<file path="src/rtl/register_file.sv">
// Architectural register file with per-register rename tags.
// Ports: Sys_* clock/reset/enable, DPRF_* dispatch read+rename, RFDP_* operand
// results (combinational), RoBRF_* commit write and flush (pre_judge low).
module register_file #(
    parameter int                      REG_WIDTH    = 5,
    parameter int                      EX_REG_WIDTH = 6,
    parameter logic [EX_REG_WIDTH-1:0] NON_REG      = 6'b100000,
    parameter int                      RoB_WIDTH    = 8,
    parameter int                      EX_RoB_WIDTH = 9,
    parameter logic [EX_RoB_WIDTH-1:0] NON_DEP      = 9'b100000000
) (
    input  logic                    Sys_clk,
    input  logic                    Sys_rst,
    input  logic                    Sys_rdy,
    input  logic [EX_REG_WIDTH-1:0] DPRF_rs1,
    input  logic [EX_REG_WIDTH-1:0] DPRF_rs2,
    input  logic                    DPRF_en,
    input  logic [EX_REG_WIDTH-1:0] DPRF_rd,
    input  logic [RoB_WIDTH-1:0]    DPRF_RoB_index,
    output logic [EX_RoB_WIDTH-1:0] RFDP_Qj,
    output logic [EX_RoB_WIDTH-1:0] RFDP_Qk,
    output logic [31:0]             RFDP_Vj,
    output logic [31:0]             RFDP_Vk,
    input  logic                    RoBRF_pre_judge,
    input  logic                    RoBRF_en,
    input  logic [RoB_WIDTH-1:0]    RoBRF_RoB_index,
    input  logic [EX_REG_WIDTH-1:0] RoBRF_rd,
    input  logic [31:0]             RoBRF_value
);

    localparam int NREG = 1 << REG_WIDTH;

    logic [31:0]             value_q [NREG];
    logic [31:0]             value_d [NREG];
    logic [EX_RoB_WIDTH-1:0] tag_q   [NREG];
    logic [EX_RoB_WIDTH-1:0] tag_d   [NREG];

    logic                    cm_wr;
    logic                    dp_wr;
    logic [REG_WIDTH-1:0]    cm_rd;
    logic [REG_WIDTH-1:0]    dp_rd;
    logic [EX_RoB_WIDTH-1:0] cm_tag;
    logic [EX_RoB_WIDTH-1:0] dp_tag;

    // A register operand has the "no register" flag clear; x0 is never
    // written or renamed so it stays 0 / NON_DEP from reset.
    function automatic logic is_arch(input logic [EX_REG_WIDTH-1:0] r);
        return ((r & NON_REG) == '0) && (r[REG_WIDTH-1:0] != '0);
    endfunction

    assign cm_rd  = RoBRF_rd[REG_WIDTH-1:0];
    assign dp_rd  = DPRF_rd[REG_WIDTH-1:0];
    assign cm_tag = {1'b0, RoBRF_RoB_index};
    assign dp_tag = {1'b0, DPRF_RoB_index};
    assign cm_wr  = RoBRF_en && is_arch(RoBRF_rd);
    assign dp_wr  = DPRF_en && is_arch(DPRF_rd);

    always_comb begin
        value_d = value_q;
        tag_d   = tag_q;
        if (!RoBRF_pre_judge) begin
            // Flush: every producer is squashed, but the committing
            // instruction is older than the branch so its value stands.
            for (int i = 0; i < NREG; i++) begin
                tag_d[i] = NON_DEP;
            end
            if (cm_wr) begin
                value_d[cm_rd] = RoBRF_value;
            end
        end else if (Sys_rdy) begin
            if (cm_wr) begin
                value_d[cm_rd] = RoBRF_value;
                // Only the latest renamer may release the tag.
                if (tag_q[cm_rd] == cm_tag) begin
                    tag_d[cm_rd] = NON_DEP;
                end
            end
            // Rename is applied last so it wins over a same-cycle release.
            if (dp_wr) begin
                tag_d[dp_rd] = dp_tag;
            end
        end
    end

    always_ff @(posedge Sys_clk) begin
        if (Sys_rst) begin
            for (int i = 0; i < NREG; i++) begin
                value_q[i] <= '0;
                tag_q[i]   <= NON_DEP;
            end
        end else begin
            value_q <= value_d;
            tag_q   <= tag_d;
        end
    end

    // Operand read with commit bypass of the value being written this cycle.
    always_comb begin
        RFDP_Qj = NON_DEP;
        RFDP_Vj = '0;
        if (is_arch(DPRF_rs1)) begin
            if (RoBRF_en && RoBRF_rd == DPRF_rs1
                && tag_q[DPRF_rs1[REG_WIDTH-1:0]] == cm_tag) begin
                RFDP_Vj = RoBRF_value;
            end else begin
                RFDP_Qj = tag_q[DPRF_rs1[REG_WIDTH-1:0]];
                RFDP_Vj = value_q[DPRF_rs1[REG_WIDTH-1:0]];
            end
        end
    end

    always_comb begin
        RFDP_Qk = NON_DEP;
        RFDP_Vk = '0;
        if (is_arch(DPRF_rs2)) begin
            if (RoBRF_en && RoBRF_rd == DPRF_rs2
                && tag_q[DPRF_rs2[REG_WIDTH-1:0]] == cm_tag) begin
                RFDP_Vk = RoBRF_value;
            end else begin
                RFDP_Qk = tag_q[DPRF_rs2[REG_WIDTH-1:0]];
                RFDP_Vk = value_q[DPRF_rs2[REG_WIDTH-1:0]];
            end
        end
    end

endmodule

</file>
<file path="config.mk">
export PLATFORM = sky130hd
export DESIGN_NAME = register_file
export DESIGN_NICKNAME = d
export VERILOG_FILES = /design/src/rtl/register_file.sv
export SDC_FILE = /design/constraint.sdc
export NUM_CORES = 2
export LEC_CHECK = 0
export ABC_CLOCK_PERIOD_IN_PS = 5650
export BUFFER_PORTS_ARGS = -buffer_cell sky130_fd_sc_hd__buf_2
export CAP_MARGIN = 20
export CORE_AREA = 2 2 304 457
export CTS_CLUSTER_DIAMETER = 50
export DETAILED_ROUTE_END_ITERATION = 16
export DIE_AREA = 0 0 306 459
export GPL_TIMING_DRIVEN = 0
export HOLD_SLACK_MARGIN = 0.03
export PLACE_DENSITY = 0.73
export SLEW_MARGIN = 20
export SYNTH_ARGS = -nofsm -noshare
export SYNTH_HDL_FRONTEND = slang
export SYNTH_SLANG_ARGS = --single-unit
</file>
<file path="constraint.sdc">
create_clock -name Sys_clk -period 5.65 [get_ports Sys_clk]
set_input_delay 1.13 -clock Sys_clk [delete_from_list [all_inputs] [get_ports Sys_clk]]
set_output_delay 1.13 -clock Sys_clk [all_outputs]
set_load 0.03 [all_outputs]
</file>
==> impl_metrics.ini, run 1 <==
[outcome]
outcome = stopped before the end
lastStage = global routing (5_1_grt)
firstError = [ERROR GRT-0116] Global routing finished with congestion. Check the congestion regions in the DRC Viewer.

[grt]
grt_usage = 0.5903
grt_pass1_wl_um = 574200
grt_pass1_vias = 71210
grt_overflow = 19
grt_max_degree = 20

[placement]
hpwl_um = 300600
portBuffers = 112
routabilityCongestion = 1.238
place_area_um2 = 73740
place_ws_ps = -2831

[floorplan]
fp.dieW_um = 306
initial_core_util = 0.5162
rows = 167
boundaryPins = 160
die_y_um = 459

[clocking]
cts_buffers = 145
cts_max_path_buffers = 3
htreeDepth = 4
clock_sinks = 1312
cts_hold_buffers = 0
clockRootBuffer = clkbuf_16

[synthesis]
synth.avg_cell_area_um2 = 9.233
netlist_top_cells_area = dfxtp_1, mux4_2, nand2_1
post-synth-top-area-cell = dfxtp_1
yosysMostFrequentCell = nand2_1
yosysUniqueCellTypes = 62
synthMuxAreaShare = 0.2841
ys_warn_count = 0
synth_top_family_by_area = multiplexers
ys_ff_latch = 1312
yosysSeqAreaShare = 0.3718
yosys.area_share.simple = 0.1576
yosysTopAreaCellShare = 0.3718
synthArstFlopShare = 0
synth_compound_area_frac = 0.1220
synth_adder_area_share = 0
synth_fp_nets = 7730
synthCells = 7652
syn_area_um2 = 70650
synth_common_cells = nand2_1, dfxtp_1, a21oi_1, mux4_2, clkbuf_1
synth_edf_count = 0
yosys.area_share.xor_xnor = 0.004215
synth_flop_cell = dfxtp_1
## per-stage QoR
step / hold slack [ps] / instances
floorplan: 441.8 / 7652
global placement: 447.5 / 9538
detailed placement: 456.5 / 9553
CTS: 463.9 / 9865
## timing repair
action | 4_1_cts
gates resized for setup | 550
pin swaps | 23
gates cloned | 3
setup endpoints to repair | 82
setup buffers | 50
## cell families after synthesis
kind of cell	after synthesis
AND/OR/NAND/NOR	2752
AO/OA/AOI/OAI	1514
flip-flops	1312
buffers and inverters	1054
multiplexers	986
XOR/XNOR	34
## metal layers
layer | global-route usage | GRT overflow
met5 | 0.04755 | 0
met4 | 0.6500 | 9
met3 | 0.2831 | 0
met2 | 0.8780 | 10
met1 | 0.5662 | 0
==> inputs of run 2 (changes only) <==
CORE_AREA = 2 2 440 442   (was 2 2 304 457)
CTS_CLUSTER_DIAMETER = default   (was 50)
DIE_AREA = 0 0 442 444   (was 0 0 306 459)
HOLD_SLACK_MARGIN = default   (was 0.03)
PLACE_DENSITY = default   (was 0.73)
PLACE_DENSITY_LB_ADDON = 0.15   (was default)
==> run 2 against run 1 <==
- the flow now finishes, with violations (setup timing)
- synthesized cell count unchanged
- synthesized area is the same
==> impl_metrics.ini, run 2 <==
[power_and_ir_drop]
p_sw_frac = 0.2802
p_clk_frac = 0.476
power_switching_uw = 6248
power_frac_comb = 0.107
power.density_nw_per_um2 = 271.6
p_int_uw = 16050
ir_worst_vdd_mv = 0.2429
pwr-share-seq = 0.417
leakage_uw = 0.02666

[finish]
num-fill-cells = 18920
final_cells = 10620
drive_above_1_share = 0.2035
nets = 8057
regArea_um2 = 26270
layout_commonest_cell = nand2_1
fin_util = 0.4286
largest_reg_flops = 1024
synthToLayoutAreaGrowth_pct = 16.22
reg_top3 = value_q: 1024 flops, tag_q: 288 flops
most-common-layout-cells = nand2_1, dfxtp_1, a21oi_1
largest-register = value_q
multi_input_area_um2 = 40730

[synthesis]
synth_flop_cell = dfxtp_1
synth_edf_count = 0
syn_area_um2 = 70650
yosysSeqAreaShare = 0.3718
yosysUniqueCellTypes = 62
post-synth-top-area-cell = dfxtp_1
yosysTopAreaCellShare = 0.3718
yosysMostFrequentCell = nand2_1
synth.avg_cell_area_um2 = 9.233
synth_fp_nets = 7730
synth_common_cells = nand2_1, dfxtp_1, a21oi_1, mux4_2, clkbuf_1
synthArstFlopShare = 0
ys_warn_count = 0
netlist_top_cells_area = dfxtp_1, mux4_2, nand2_1
ys_ff_latch = 1312
synthCells = 7652

[timing]
final_max_slew_viol_count = 0
min_period_over_period = 1.050
min_period_ps = 5935
setup_violations = 81
fin_ws_ps = -285.2
finalHoldViolations = 0
finalSetupTns_ps = -7015
rsz0062_at_grt = yes
hold_slack_ps = 465.0
worst_slew_pin_slew_ps = 1250
finClkSkew_ps = 32.18
max-slew-margin-rel = 0.1665
max_freq_mhz = 168.5

[worst_setup_path]
timing.rr.end = tag_q[193]
timing.rr.start = tag_q[4]
arrival_ps = 4810
critical_path_class = primary input to output pin
cp.required_ps = 4520
path_max_fanout = 6
reg2reg_depth = 10
start_kind = primary input
reg2reg_setup_slack_ps = 1780
end_kind = output pin

[outcome]
outcome = complete, but fails checks
violations = setup timing

[placement]
place_ws_ps = -2588
routabilityCongestion = 1.025
portBuffers = 112
hpwl_um = 282000
place_inst = 10300

[min_path]
hold_end = value_q[149]
holdCritStartpoint = value_q[149]
holdCritPathClass = flip-flop to flip-flop
whs_path_depth = 2

[drt]
first_pass_iters = 8
drc = 0
vias = 66570
wl_per_cell_um = 35.29
ant_nets = 0
routed_wl_um = 374800
via_per_inst = 6.267
first_iter_violations = 9523

[grt]
grt_pass1_wl_um = 507400
grt_pass1_vias = 62650
grt_usage = 0.3723
grt_max_degree = 20
antenna_found_initial = 21
grt_overflow = 0

[floorplan]
fp.dieW_um = 442
boundaryPins = 160
die_area_um2 = 196200
rows = 161
die_y_um = 444
initial_core_util = 0.3688
core-area_um2 = 191600

[clocking]
cts_tree = done
htreeDepth = 4
clock_latency_ps = 850
cts_buffers = 158
cts_max_path_buffers = 3
clk_pin_slew_ps = 50
clockRootBuffer = clkbuf_16
clock_sinks = 1312

[run]
cap_violations = 0
[run 2: what timing repair did]
item                                   CTS  global route
pin swaps                               15            14
endpoints found under the hold margin    0             0
setup buffers                           30            18
setup endpoints to repair               82            75
resized for setup                      453           128
hold buffers                             0             0
gates cloned                             2             1
[run 2: layout make-up]
type | instances | share of cell area
inverters | 281 | 0.01291
diodes | 8 | 0.0002438
repair buffers | 173 | 0.01646
plain buffers | 767 | 0.05251
well taps | 2526 | 0.03849
clock buffers | 236 | 0.05714
flip-flops and latches | 1312 | 0.3199
multi-input cells | 5286 | 0.4960
clock inverters | 34 | 0.006339
[run 2: cells by family after synthesis]
kind of cell / share of synthesized area
AND/OR/NAND/NOR: 0.1576
AO/OA/AOI/OAI: 0.1220
flip-flops: 0.3718
buffers and inverters: 0.06034
multiplexers: 0.2841
XOR/XNOR: 0.004215
[run 2: layer usage]
metal / part of all wire / track usage / vias up
li1: - / - / 27720
met1: 0.35 / 0.4318 / 33140
met2: 0.44 / 0.5745 / 4371
met3: 0.095 / 0.08256 / 1331
met4: 0.11 / 0.3436 / 12
met5: 0.00021 / 0 / -
[run 2: metrics by stage]
step | cell area (um2) | total power [uW]
detailed placement | 74580 | 11640
finish | 82110 | 22300
CTS | 81560 | 22170
global placement | 74370 | 11620
floorplan | 70650 | 10620
global route | 82100 | 22660
[run 2: worst max-delay path, cell delays in order]
cell	delay, ps
buf_16	100
buf_12	140
buf_16	160
mux4_2	570
o211ai_1	630
nand3_1	280
nor3_4	240
o211ai_1	150
nor4_4	360
buf_6	220
buf_12	180
mux2i_4	380
buf_6	180
[run 2: power groups by stage]
stage               Sequential (uW)  Clock (uW)  Combinational [uW]
global route                   9290       11000                2390
floorplan                      9490           0                1130
finish                         9290       10600                2390
detailed placement             9500           0                2140
CTS                            9290       10600                2270
global placement               9500           0                2120
[run 2: worst max-delay path by stage]
stage                startpoint     endpoint  slack [ps]  depth (start not counted)
floorplan           DPRF_rs1[1]   RFDP_Qj[6]         250                         12
global placement    DPRF_rs2[3]   RFDP_Vk[9]       -3530                         12
detailed placement  DPRF_rs2[1]   RFDP_Vk[7]       -2590                         12
CTS                 DPRF_rs1[0]  RFDP_Vj[23]         0.3                         13
global route        DPRF_rs2[0]   RFDP_Vk[9]        -220                         13
finish              DPRF_rs2[0]   RFDP_Vk[9]        -290                         13
Power figures use the tool's default switching activity.
